--- src/rtl/sp_sram_arb_pkg.sv ---
// Shared definitions for the single-port SRAM arbiter.
//   cmd_state_e : state of the registered SRAM command
//   ARB_RR      : round-robin arbitration
//   ARB_PRIO    : fixed priority to port B with a starvation guard on port A
//   CNT_W       : width of the starvation counter
package sp_sram_arb_pkg;

  typedef enum logic [1:0] {
    StIdle,
    StCmdA,
    StCmdBRd,
    StCmdBWr
  } cmd_state_e;

  localparam int unsigned ARB_RR   = 0;
  localparam int unsigned ARB_PRIO = 1;
  localparam int unsigned CNT_W    = 4;

endpackage

--- src/rtl/sp_sram_grant.sv ---
// Grant logic for the two SRAM requesters.
// Grants are combinational from the requests and the arbiter state; a grant always
// means a transfer on the next rising edge, so the state advances on grants.
// Ports:
//   clk, rst_n     : clock and asynchronous active-low reset
//   a_req, b_req   : requests from port A (fetch) and port B (data)
//   a_gnt, b_gnt   : one-hot grants, never high without the matching request
module sp_sram_grant
  import sp_sram_arb_pkg::*;
#(
  parameter int unsigned ARB_MODE     = ARB_RR,
  parameter int unsigned STARVE_LIMIT = 4
) (
  input  logic clk,
  input  logic rst_n,
  input  logic a_req,
  input  logic b_req,
  output logic a_gnt,
  output logic b_gnt
);

  localparam logic [CNT_W-1:0] StarveCnt = CNT_W'(STARVE_LIMIT);

  // rr_ptr_q = 0: A wins the next conflict, 1: B wins it.
  logic             rr_ptr_q, rr_ptr_d;
  logic [CNT_W-1:0] starve_q, starve_d;

  always_comb begin
    a_gnt = 1'b0;
    b_gnt = 1'b0;
    if (ARB_MODE == ARB_PRIO) begin
      if (a_req && (!b_req || (starve_q == StarveCnt))) begin
        a_gnt = 1'b1;
      end else if (b_req) begin
        b_gnt = 1'b1;
      end
    end else begin
      if (a_req && (!b_req || !rr_ptr_q)) begin
        a_gnt = 1'b1;
      end else if (b_req) begin
        b_gnt = 1'b1;
      end
    end
  end

  always_comb begin
    rr_ptr_d = rr_ptr_q;
    starve_d = starve_q;
    if (a_gnt) begin
      rr_ptr_d = 1'b1;
      starve_d = '0;
    end else if (b_gnt) begin
      rr_ptr_d = 1'b0;
      // Only B grants that make A wait count towards forcing A.
      if (a_req && (starve_q != '1)) begin
        starve_d = starve_q + 1'b1;
      end
    end
  end

  always_ff @(posedge clk or negedge rst_n) begin
    if (!rst_n) begin
      rr_ptr_q <= 1'b0;
      starve_q <= '0;
    end else begin
      rr_ptr_q <= rr_ptr_d;
      starve_q <= starve_d;
    end
  end

endmodule

--- src/rtl/sp_sram_arbiter.sv ---
// Two-requester arbiter and sequencer for one single-port SRAM with synchronous
// write and asynchronous read. Port A is read-only fetch, port B reads and writes.
// A transfer at edge k drives the SRAM from registers during k..k+1; read data is
// captured at edge k+1 and presented with a one-cycle RVALID.
// Ports:
//   CLK, RSTn                         : clock, asynchronous active-low reset
//   A_REQ, A_ADDR, A_GNT              : port A request / address / grant
//   A_RVALID, A_RDATA                 : port A read response
//   B_REQ, B_WE, B_BE, B_ADDR, B_WDATA: port B request and command fields
//   B_GNT, B_RVALID, B_RDATA          : port B grant and read response
//   CSN, WEN, BE, ADDR, DI            : registered SRAM command
//   DOUT                              : SRAM read data
module sp_sram_arbiter
  import sp_sram_arb_pkg::*;
#(
  parameter int unsigned AWIDTH       = 12,
  parameter int unsigned ARB_MODE     = ARB_RR,
  parameter int unsigned STARVE_LIMIT = 4
) (
  input  logic              CLK,
  input  logic              RSTn,
  input  logic              A_REQ,
  input  logic [AWIDTH-1:0] A_ADDR,
  output logic              A_GNT,
  output logic              A_RVALID,
  output logic [31:0]       A_RDATA,
  input  logic              B_REQ,
  input  logic              B_WE,
  input  logic [3:0]        B_BE,
  input  logic [AWIDTH-1:0] B_ADDR,
  input  logic [31:0]       B_WDATA,
  output logic              B_GNT,
  output logic              B_RVALID,
  output logic [31:0]       B_RDATA,
  output logic              CSN,
  output logic              WEN,
  output logic [3:0]        BE,
  output logic [AWIDTH-1:0] ADDR,
  output logic [31:0]       DI,
  input  logic [31:0]       DOUT
);

  logic a_gnt, b_gnt;

  sp_sram_grant #(
    .ARB_MODE     (ARB_MODE),
    .STARVE_LIMIT (STARVE_LIMIT)
  ) u_grant (
    .clk   (CLK),
    .rst_n (RSTn),
    .a_req (A_REQ),
    .b_req (B_REQ),
    .a_gnt (a_gnt),
    .b_gnt (b_gnt)
  );

  assign A_GNT = a_gnt;
  assign B_GNT = b_gnt;

  cmd_state_e        state_q, state_d;
  logic              csn_q, csn_d;
  logic              wen_q, wen_d;
  logic [3:0]        be_q, be_d;
  logic [AWIDTH-1:0] addr_q, addr_d;
  logic [31:0]       di_q, di_d;
  logic              a_rvalid_q, b_rvalid_q;
  logic [31:0]       a_rdata_q, b_rdata_q;

  // Next command: a grant now is a transfer at the coming edge.
  always_comb begin
    state_d = StIdle;
    if (a_gnt) begin
      state_d = StCmdA;
    end else if (b_gnt) begin
      state_d = B_WE ? StCmdBWr : StCmdBRd;
    end
  end

  always_comb begin
    csn_d  = 1'b1;
    wen_d  = 1'b1;
    be_d   = '0;
    addr_d = addr_q;
    di_d   = di_q;
    unique case (state_d)
      StIdle: ;
      StCmdA: begin
        csn_d  = 1'b0;
        addr_d = A_ADDR;
      end
      StCmdBRd: begin
        csn_d  = 1'b0;
        addr_d = B_ADDR;
      end
      StCmdBWr: begin
        csn_d  = 1'b0;
        wen_d  = 1'b0;
        be_d   = B_BE;
        addr_d = B_ADDR;
        di_d   = B_WDATA;
      end
      default: ;
    endcase
  end

  always_ff @(posedge CLK or negedge RSTn) begin
    if (!RSTn) begin
      state_q <= StIdle;
      csn_q   <= 1'b1;
      wen_q   <= 1'b1;
      be_q    <= '0;
      addr_q  <= '0;
      di_q    <= '0;
    end else begin
      state_q <= state_d;
      csn_q   <= csn_d;
      wen_q   <= wen_d;
      be_q    <= be_d;
      addr_q  <= addr_d;
      di_q    <= di_d;
    end
  end

  // Asynchronous-read SRAM: DOUT is valid for the command in flight, so capture it
  // at the edge that ends the command.
  always_ff @(posedge CLK or negedge RSTn) begin
    if (!RSTn) begin
      a_rvalid_q <= 1'b0;
      b_rvalid_q <= 1'b0;
      a_rdata_q  <= '0;
      b_rdata_q  <= '0;
    end else begin
      a_rvalid_q <= (state_q == StCmdA);
      b_rvalid_q <= (state_q == StCmdBRd);
      if (state_q == StCmdA) begin
        a_rdata_q <= DOUT;
      end
      if (state_q == StCmdBRd) begin
        b_rdata_q <= DOUT;
      end
    end
  end

  assign CSN      = csn_q;
  assign WEN      = wen_q;
  assign BE       = be_q;
  assign ADDR     = addr_q;
  assign DI       = di_q;
  assign A_RVALID = a_rvalid_q;
  assign A_RDATA  = a_rdata_q;
  assign B_RVALID = b_rvalid_q;
  assign B_RDATA  = b_rdata_q;

endmodule
--- config.mk ---
export PLATFORM = sky130hd
export DESIGN_NAME = sp_sram_arbiter
export DESIGN_NICKNAME = d
export VERILOG_FILES = /design/src/rtl/sp_sram_arb_pkg.sv /design/src/rtl/sp_sram_grant.sv /design/src/rtl/sp_sram_arbiter.sv
export SDC_FILE = /design/constraint.sdc
export NUM_CORES = 1
export LEC_CHECK = 0
export BUFFER_PORTS_ARGS = -buffer_cell sky130_fd_sc_hd__buf_2
export CAP_MARGIN = 0
export CORE_MARGIN = 2
export CORE_UTILIZATION = 40
export DETAILED_ROUTE_END_ITERATION = 12
export PLACE_DENSITY = 0.79
export SLEW_MARGIN = 20
export SYNTH_ARGS = -nofsm -noshare
export SYNTH_HDL_FRONTEND = slang
export SYNTH_HIERARCHICAL = 1
export SYNTH_SLANG_ARGS = --single-unit
--- constraint.sdc ---
create_clock -name CLK -period 2.73 [get_ports CLK]
set_clock_uncertainty 0.15 [all_clocks]
set_input_delay 0.1365 -clock CLK [delete_from_list [all_inputs] [get_ports CLK]]
set_output_delay 0.1365 -clock CLK [all_outputs]
set_load 0.05 [all_outputs]
==> summary.md, run 1 <==
At the pin with the least slew margin, the transition time is 0.896 ns. Summed over all failing endpoints, the final setup total negative slack is 0 ns. Dividing total power by cell area gives a power density of 1020 nW/µm². The largest family of logic cells by synthesized area is multiplexers.

The detail-routed net length per standard cell is 16.4 µm. The maximum net fanout on the critical path was 16. After floorplanning, the core was divided into 39 placement rows.

TritonCTS built the clock tree. The data required time of the worst path was 2.92 ns; the period utilization was 82.1%. The multi-input combinational cells in the finished layout cover a total of 1530 µm².

The run gives 0 as the max capacitance violation total. The data arrival time of the critical path is 2.43 ns. The die area is 12,400 µm². The worst setup path is launched from a register. met2 is the most crowded layer. For the met2 usage, the log shows 37.1%. In the post-synthesis netlist, the cell with the most instances is sky130_fd_sc_hd__dfrtp_1. The leading area contributor after synthesis is sky130_fd_sc_hd__dfrtp_1. Met3 demand-to-capacity share in global routing: 6.80%.

The synthesized flop and latch total was 119; the number of failing hold endpoints at the final stage was 0. The clock tree root driver cell is sky130_fd_sc_hd__clkbuf_16. Of the total synthesized cell area, the portion taken by AND, OR, NAND and NOR gates is 2.71%.

Number of antenna violations at the first check in global routing: 0. The routing usage on met1 is 21.4%, and the number of global-route vias before repair is 4,001. Multiplexer cells account for 28.4% of the synthesized area. The top cell type by area accounts for 63.5% of the synthesized area.

The worst setup path is of the reg2reg kind. The later pin in the worst-skew pair is clocked with a latency of 0.40 ns. The total area inside the core boundary comes to 11,300 µm².

Traced cell by cell, the critical path runs through nand2b_1 -> and2_1 -> buf_4 -> nor2b_1 -> and3_1 -> dlygate4sd3_1. The run finished with clean final reports. For the detailed-route DRC error count, the log shows 0. The logs give 0 for the setup-violating endpoint count in the final report and 6 for the warning count from the yosys run.

Clock-pin slew was measured on the worst setup and hold paths at 0.06 ns. For this block, the initial DRC count from the detailed router was 176. The layout cell share with drive strength beyond 1 was 57.1%; the starting density of the core was 40.7%. For the post-detailed-placement half-perimeter wirelength, the log shows 7360 µm.

Of the total synthesized cell area, the portion taken by XOR and XNOR cells is 0%. The tools report the post-synthesis net count as 380. Grouping stages by cell kind, the critical path spends the most delay in buffers and inverters. The run gives 3.77 nW as the standby leakage power. The startpoint identified for the worst register-to-register timing path is u_grant/rr_ptr_q. The main flop type after synthesis is sky130_fd_sc_hd__dfrtp_1. The number of hold buffers added after CTS was 100. Together, buffers and inverters on the worst path number 2.

Summing the areas of all compound-gate instances in the mapped netlist gives 1.74% of the synthesized area. STA classifies the critical path endpoint as a register. Once the clock tree was built, the resizer swapped 0 gates to a different size.

For this design the top-level I/O count stands at 215. The number of antenna diodes in the final layout is 0. After global routing the overflow that remains totals 0.

Setup repair after global routing left no endpoint under its margin. Routability-driven placement finished with a final weighted congestion of 0.743. The tools report the start point of the critical path as u_grant/rr_ptr_q. Number of input and output port buffers inserted: 214. Timing would allow up to 0.446 GHz. The average vias per placed instance was 4.73. The placed instances occupy a cell area of 5820 µm². After synthesis, the mean cell area works out to 16.3 µm².

The buffer depth of the longest clock path is 2. The synthesized netlist cell count is 283. The tools report the register area as 2980 µm². In this run the register-to-register setup slack is 0.49 ns.

The post-placement worst setup slack was 0.790 ns. The tools report the post-synthesis instance area as 4610 µm². The run gives 7460 µm² as the finished layout cell area.

The largest single stage delay on the critical path is 0.56 ns. After layout, the worst setup slack is 0.488 ns. Wires add up to 12,500 µm. The H-tree was split into 4 levels. The clock drives 119 sinks. The pre-antenna-repair detailed-routing pass consisted of 6 iterations. The logs give 64.7% for the share of the yosys chip area belonging to registers and 20 for the distinct cell type count of the synthesized netlist. The relative area change from synthesis to final layout was 61.8%. The run gives 17 as the number of buffers inserted during clock tree synthesis. Ranked by total cell area, the synthesized netlist is headed by sky130_fd_sc_hd__dfrtp_1 64%, sky130_fd_sc_hd__mux2_2 16%, sky130_fd_sc_hd__mux2_4 9.4%. The min-delay analysis places its worst path in the category in2async. In the final design database the tool counted 702 nets. Of all flip-flops after synthesis, the portion carrying an async set or reset was 100%.

The post-route antenna net violation count was 0. The die is 111 µm wide. The final max-slew violation count came out at 0. Master of the slowest instance on the critical path: sky130_fd_sc_hd__dlygate4sd3_1. The die height works out to 111 µm. The number of vias in the routed layout was 3,601; the largest net degree at the start of global routing was 54. Across every metal layer, demand over resource in global routing totals 20.8%.

IR analysis of the VDD net gives a maximum drop of 787 µV. The fraction of the mapped netlist area in adder cells works out to 0%. The number of synthesized flops with an enable pin came out at 0. By count the netlist is led by 117 x sky130_fd_sc_hd__dfrtp_1, 67 x sky130_fd_sc_hd__mux2_2, 29 x sky130_fd_sc_hd__mux2_4, 13 x sky130_fd_sc_hd__o21ai_0. The worst-case headroom to the max-slew limit is 40.2%, and the post-CTS setup buffer count is 0.

The smallest clock period supported by the final layout is computed as 2.24 ns. The global-route wire length before repair is 20,000 µm, and the final-layout fill cell count is 744.
==> cell usage in the layout (no fill, tap or decap), drive strengths merged <==
cell	instances
nand3b	1
mux2i	12
nor2b	2
buf	219
a21o	1
bufinv	3
mux2	96
dfstp	2
and2	1
dfrtp	117
inv	2
clkbuf	24
nand2b	2
nor2	1
a21boi	1
clkinv	5
dlygate4sd3	100
and3	4
nand2	12
o21ai	13
==> stage by stage <==
step	util, %	instances	total power, mW	hold slack (ns)
after floorplan	-	283	4.45	-0.309
after global placement	51.4	629	5.07	-0.0275
after detailed placement	51.4	629	5.14	-0.0121
after CTS	65.9	761	7.64	0.0870
after global routing	65.9	761	7.89	0.139
final	65.9	761	7.61	0.0943
==> path summary, 6_finish.rpt <==
| path | to | cells after the start |
|---|---|---|
| max | BE[2] | 6 |
| min | B_RDATA[21] | 2 |
| max reg2reg | BE[2] | 6 |
| min reg2reg | A_RDATA[24] | 1 |
| max in group asynchronous | B_RDATA[1] | 3 |
| min in group CLK | CSN | 4 |
==> state kept, by name (all words and copies together), names as in the netlist, 2 cells and up <==
name / flops
ADDR: 12
A_RDATA: 32
BE: 4
B_RDATA: 32
DI: 32
state_q: 2
==> cell families after synthesis <==
family / count (synthesis)
flops: 119
simple gates: 23
mux: 108
buf+inv: 18
compound gates: 15
==> power breakdown <==
part	total [mW]	internal, mW	switching [mW]
clock network	2.34	1.60	0.745
registers	2.42	2.19	0.230
logic	2.85	0.862	1.99
==> final cells by class <==
cell class,instances,area share (%)
inverters,2,0.101
clock buffers,24,7.00
flip-flops and latches,119,40.0
multi-input cells,146,20.5
repair buffers,319,28.5
well taps,143,2.40
clock inverters,8,1.54
==> metal layers <==
metal | part of all wire, % | vias up
met5 | 0 | -
met4 | 4.0 | 0
met3 | 7.6 | 43
met2 | 52 | 189
met1 | 36 | 1742
li1 | - | 1627
Note: power is estimated with default switching activity, not from simulation.
==> run 2: changes to the inputs <==
- ABC_AREA: default -> 1
- PLACE_DENSITY: 0.79 -> 0.82
- clock period: 2.73 -> 1.9 ns (I/O delays scaled with it)
==> summary.md, run 2 <==
The run finished with clean final reports. The run gives 4,889 (+22%) as the number of global-route vias before repair. The warning count from the yosys run is 6 (unchanged). For the number of failing hold endpoints at the final stage, the log shows 0 (unchanged).

The synthesized flop and latch total was 119 (unchanged). The synthesized netlist cell count was 484 (+71%); the buffer depth of the longest clock path was 2 (unchanged). The average vias per placed instance is 4.96 (+4.8%). The number of antenna cells inserted was 0 (unchanged).

TritonCTS built the clock tree. The run gives 951 (+25%) as the number of non-filler instances in the completed layout. The die span in x is 111 µm (about the same), and the global-route wire length before repair is 24,500 µm (+22%).

The logs give 5.91 mW (+27%) for the cell-internal power and 0 (unchanged) for the total congestion overflow after global routing. The number of synthesized flops with an enable pin was 0 (unchanged). The post-layout utilization of the core was 65.7% (-0.12 points). The detailed-route DRC error count was 0 (unchanged). The largest net degree at the start of global routing was 66 (+22%); the clock insertion delay at the later pin of the skew report was 0.40 ns (about the same). The tools report the total clock sinks as 119 (unchanged).

Layout cell share with drive strength beyond 1: 32.8% (-24 points). Final wirelength: 15,100 µm (+21%). Post-route antenna net violation count: 0 (unchanged). The average cell area after synthesis came out at 9.52 µm² (-42%). The total negative setup slack is 0 ns (unchanged), and the data required time of the worst path is 1.65 ns (-1.27 ns). Number of vias in the routed layout: 4,714 (+31%). Yosys instantiated no cell more often than sky130_fd_sc_hd__nand2_1. The starting density of the core came out at 40.7% (about the same). Leaving out fill and tap cells, the most frequent cells in the layout are 211 x sky130_fd_sc_hd__buf_2, 158 x sky130_fd_sc_hd__nand2_1, 117 x sky130_fd_sc_hd__dfrtp_1. The number of input and output port buffers inserted came out at 214 (unchanged). The number of buffers inserted during clock tree synthesis is 17 (unchanged).

The maximum net fanout on the critical path is 16 (unchanged), and the async set-or-reset flop fraction in the synthesized netlist is 100% (unchanged). Detail-routed net length per standard cell: 15.9 µm (-3.1%). The synthesized design spends more area on one cell type than any other, namely sky130_fd_sc_hd__dfrtp_1. The area growth from synthesis to layout is 61.6%.

The layout net count was 892 (+27%). The highest ir drop seen on vdd was 871 µV (+11%). Startpoint-to-endpoint class of the critical path: reg2out. Power density relative to cell area: 1340 nW/µm² (+31%).

The die height came out at 111 µm (about the same). The clock tree root driver cell is sky130_fd_sc_hd__clkbuf_16. The run gives 4.02 nW (+6.6%) as the standby leakage power.

The clock transition time at the flip-flop clock pins of the worst setup and hold paths was 0.06 ns (about the same); the transition time at the pin with the least slew margin was 0.517 ns (-0.380 ns). The most used flip-flop cell after synthesis is sky130_fd_sc_hd__dfrtp_1. The distinct cell type count of the synthesized netlist came out at 14 (-30%). The core footprint is 11,300 µm² (unchanged), and the post-synthesis instance area is 4610 µm² (about the same). Ranked by instance count, the synthesized netlist is headed by 160 x sky130_fd_sc_hd__nand2_1, 117 x sky130_fd_sc_hd__dfrtp_1, 64 x sky130_fd_sc_hd__o21ai_0, 44 x sky130_fd_sc_hd__inv_1, 32 x sky130_fd_sc_hd__nand4_1. The run gives 4.04 mW (+37%) as the switching power of the nets. The post-detailed-placement half-perimeter wirelength came out at 8230 µm (+12%). Yosys attributes the largest share of cell area to sky130_fd_sc_hd__dfrtp_1 64%, sky130_fd_sc_hd__nand2_1 13%, sky130_fd_sc_hd__o21ai_0 7.0%. Based on the critical path, the design can be clocked at up to 0.551 GHz. The worst setup path is captured at an output pin. The setup-violating endpoint count in the final report was 0 (unchanged). The logs give 33.6% (+1.8 points) for the part of the power in registers and 581 (+53%) for the post-synthesis net count.

The number of detailed-route iterations in the first pass was 5 (-1). The number of cells traversed by the worst register-to-register path is 7 (+1), and the final max-slew violation count is 0 (unchanged). The number of placement rows was 39 (unchanged). The worst path uses 95.5% of the clock period.

The net switching fraction of the power was 40.6% (+1.7 points); the number of cells after detailed placement was 821 (+31%). The share of the yosys chip area belonging to registers was 64.7% (about the same). The max capacitance violation total was 0 (unchanged). Setup repair after global routing left no endpoint under its margin. Type of the worst min-delay path: in2async. The clock period could shrink to 1.81 ns.

The run gives 12,400 µm² (about the same) as the die area. Boundary pin count: 215 (unchanged). The number of antenna violations at the first check in global routing is 0 (unchanged). The startpoint class of the critical path was a register. The combinational fraction of design power is 34.3% (-3.1 points). The logs give 65.5% (+25 points) for the worst-case headroom to the max-slew limit and 4 (unchanged) for the level count of the clock H-tree. The run gives 32.1% (+1.3 points) as the clock share of power. Leaving out fill and tap cells, the most frequent cell in the layout is sky130_fd_sc_hd__buf_2.

The tools report the data arrival time of the critical path as 1.57 ns (-0.86 ns). The overall routing resource usage is 24.8% (+4.1 points), and the share of the synthesized area in the top cell type is 63.6% (about the same). The placer congestion estimate was 0.772 (+3.9%); the violation count after the first detailed-route iteration was 517 (+190%).
## run 2: cell types whose count changed after synthesis, moves of 5 or more
cell / previous run / this run
sky130_fd_sc_hd__mux2_2: 67 / 0
sky130_fd_sc_hd__nand2_1: 12 / 160
sky130_fd_sc_hd__mux2i_1: 12 / 0
sky130_fd_sc_hd__mux2_4: 29 / 0
sky130_fd_sc_hd__o21ai_0: 13 / 64
sky130_fd_sc_hd__inv_1: 2 / 44
sky130_fd_sc_hd__clkbuf_1: 2 / 10
sky130_fd_sc_hd__nor2_1: 1 / 6
sky130_fd_sc_hd__nand4_1: 0 / 32
sky130_fd_sc_hd__nand3_1: 0 / 24
sky130_fd_sc_hd__buf_2: 7 / 14
## run 2: worst paths after layout
kind,from,endpoint,slack [ns]
max in group asynchronous,RSTn,DI[25],0.97
min in group CLK,A_ADDR[6],ADDR[6],0.30
setup / recovery,u_grant/rr_ptr_q,B_GNT,0.09
setup reg to reg,u_grant/rr_ptr_q,DI[12],0.20
hold reg to reg,DI[26],DI[26],0.32
hold / removal,RSTn,A_RDATA[3],0.03
## run 2: what timing repair did
| item | CTS | global route |
|---|---|---|
| setup buffers | 0 | 0 |
| gates cloned | 0 | 1 |
| resized for setup | 1 | 7 |
| setup endpoints to repair | 1 | 48 |
| pin swaps | 0 | 1 |
| hold buffers | 97 | 0 |
| hold endpoints to repair | 233 | 0 |
## run 2: cell type report
class / instances / area (µm²)
Fill cell: 789 / 3880
Clock buffer: 20 / 437
Inverter: 45 / 169
Multi-Input combinational cell: 289 / 1320
Timing Repair Buffer: 323 / 2200
Sequential cell: 119 / 2980
Clock inverter: 12 / 155
Tap cell: 143 / 179
## run 2: logic make-up (layout without fill, tap and decap cells)
| family | after synthesis | in the layout | share of synthesized area (%) |
|---|---|---|---|
| compound gates | 65 | 65 | 7.14 |
| flops | 119 | 119 | 64.7 |
| buf+inv | 77 | 400 | 7.31 |
| simple gates | 223 | 224 | 20.9 |
## run 2: critical path, cell delays in order, from the launching register on
cell and delay (ns):
sky130_fd_sc_hd__dfrtp_1 0.37, sky130_fd_sc_hd__inv_1 0.07, sky130_fd_sc_hd__a21oi_4 0.18, sky130_fd_sc_hd__buf_6 0.18, sky130_fd_sc_hd__buf_6 0.18, sky130_fd_sc_hd__buf_6 0.18
## run 2: stage by stage
stage	hold slack, ns	power, mW	setup WS (ns)	cell area, µm²
floorplan	-0.351	5.66	0.0766	4610
global placement	-0.117	6.49	0.244	5840
detailed placement	-0.113	6.55	0.142	5840
CTS	0.000230	9.93	0.00908	7410
global route	0.0303	10.4	0.00608	7440
finish	0.0302	9.95	0.0858	7440
## run 2: power by group through the flow
stage | Sequential [mW] | Combinational (mW) | Clock [mW]
CTS | 3.32 | 3.36 | 3.25
global route | 3.39 | 3.60 | 3.37
finish | 3.34 | 3.41 | 3.19
global placement | 3.34 | 3.15 | 0
detailed placement | 3.35 | 3.21 | 0
floorplan | 5.12 | 0.539 | 0
## run 2: metal layers
metal	up-vias	routed length (µm)	global-route usage, %
met2	303	7550	42.4
li1	2177	-	-
met1	2190	5660	29.2
met5	-	0	0
met4	0	431	11.4
met3	44	1460	7.11
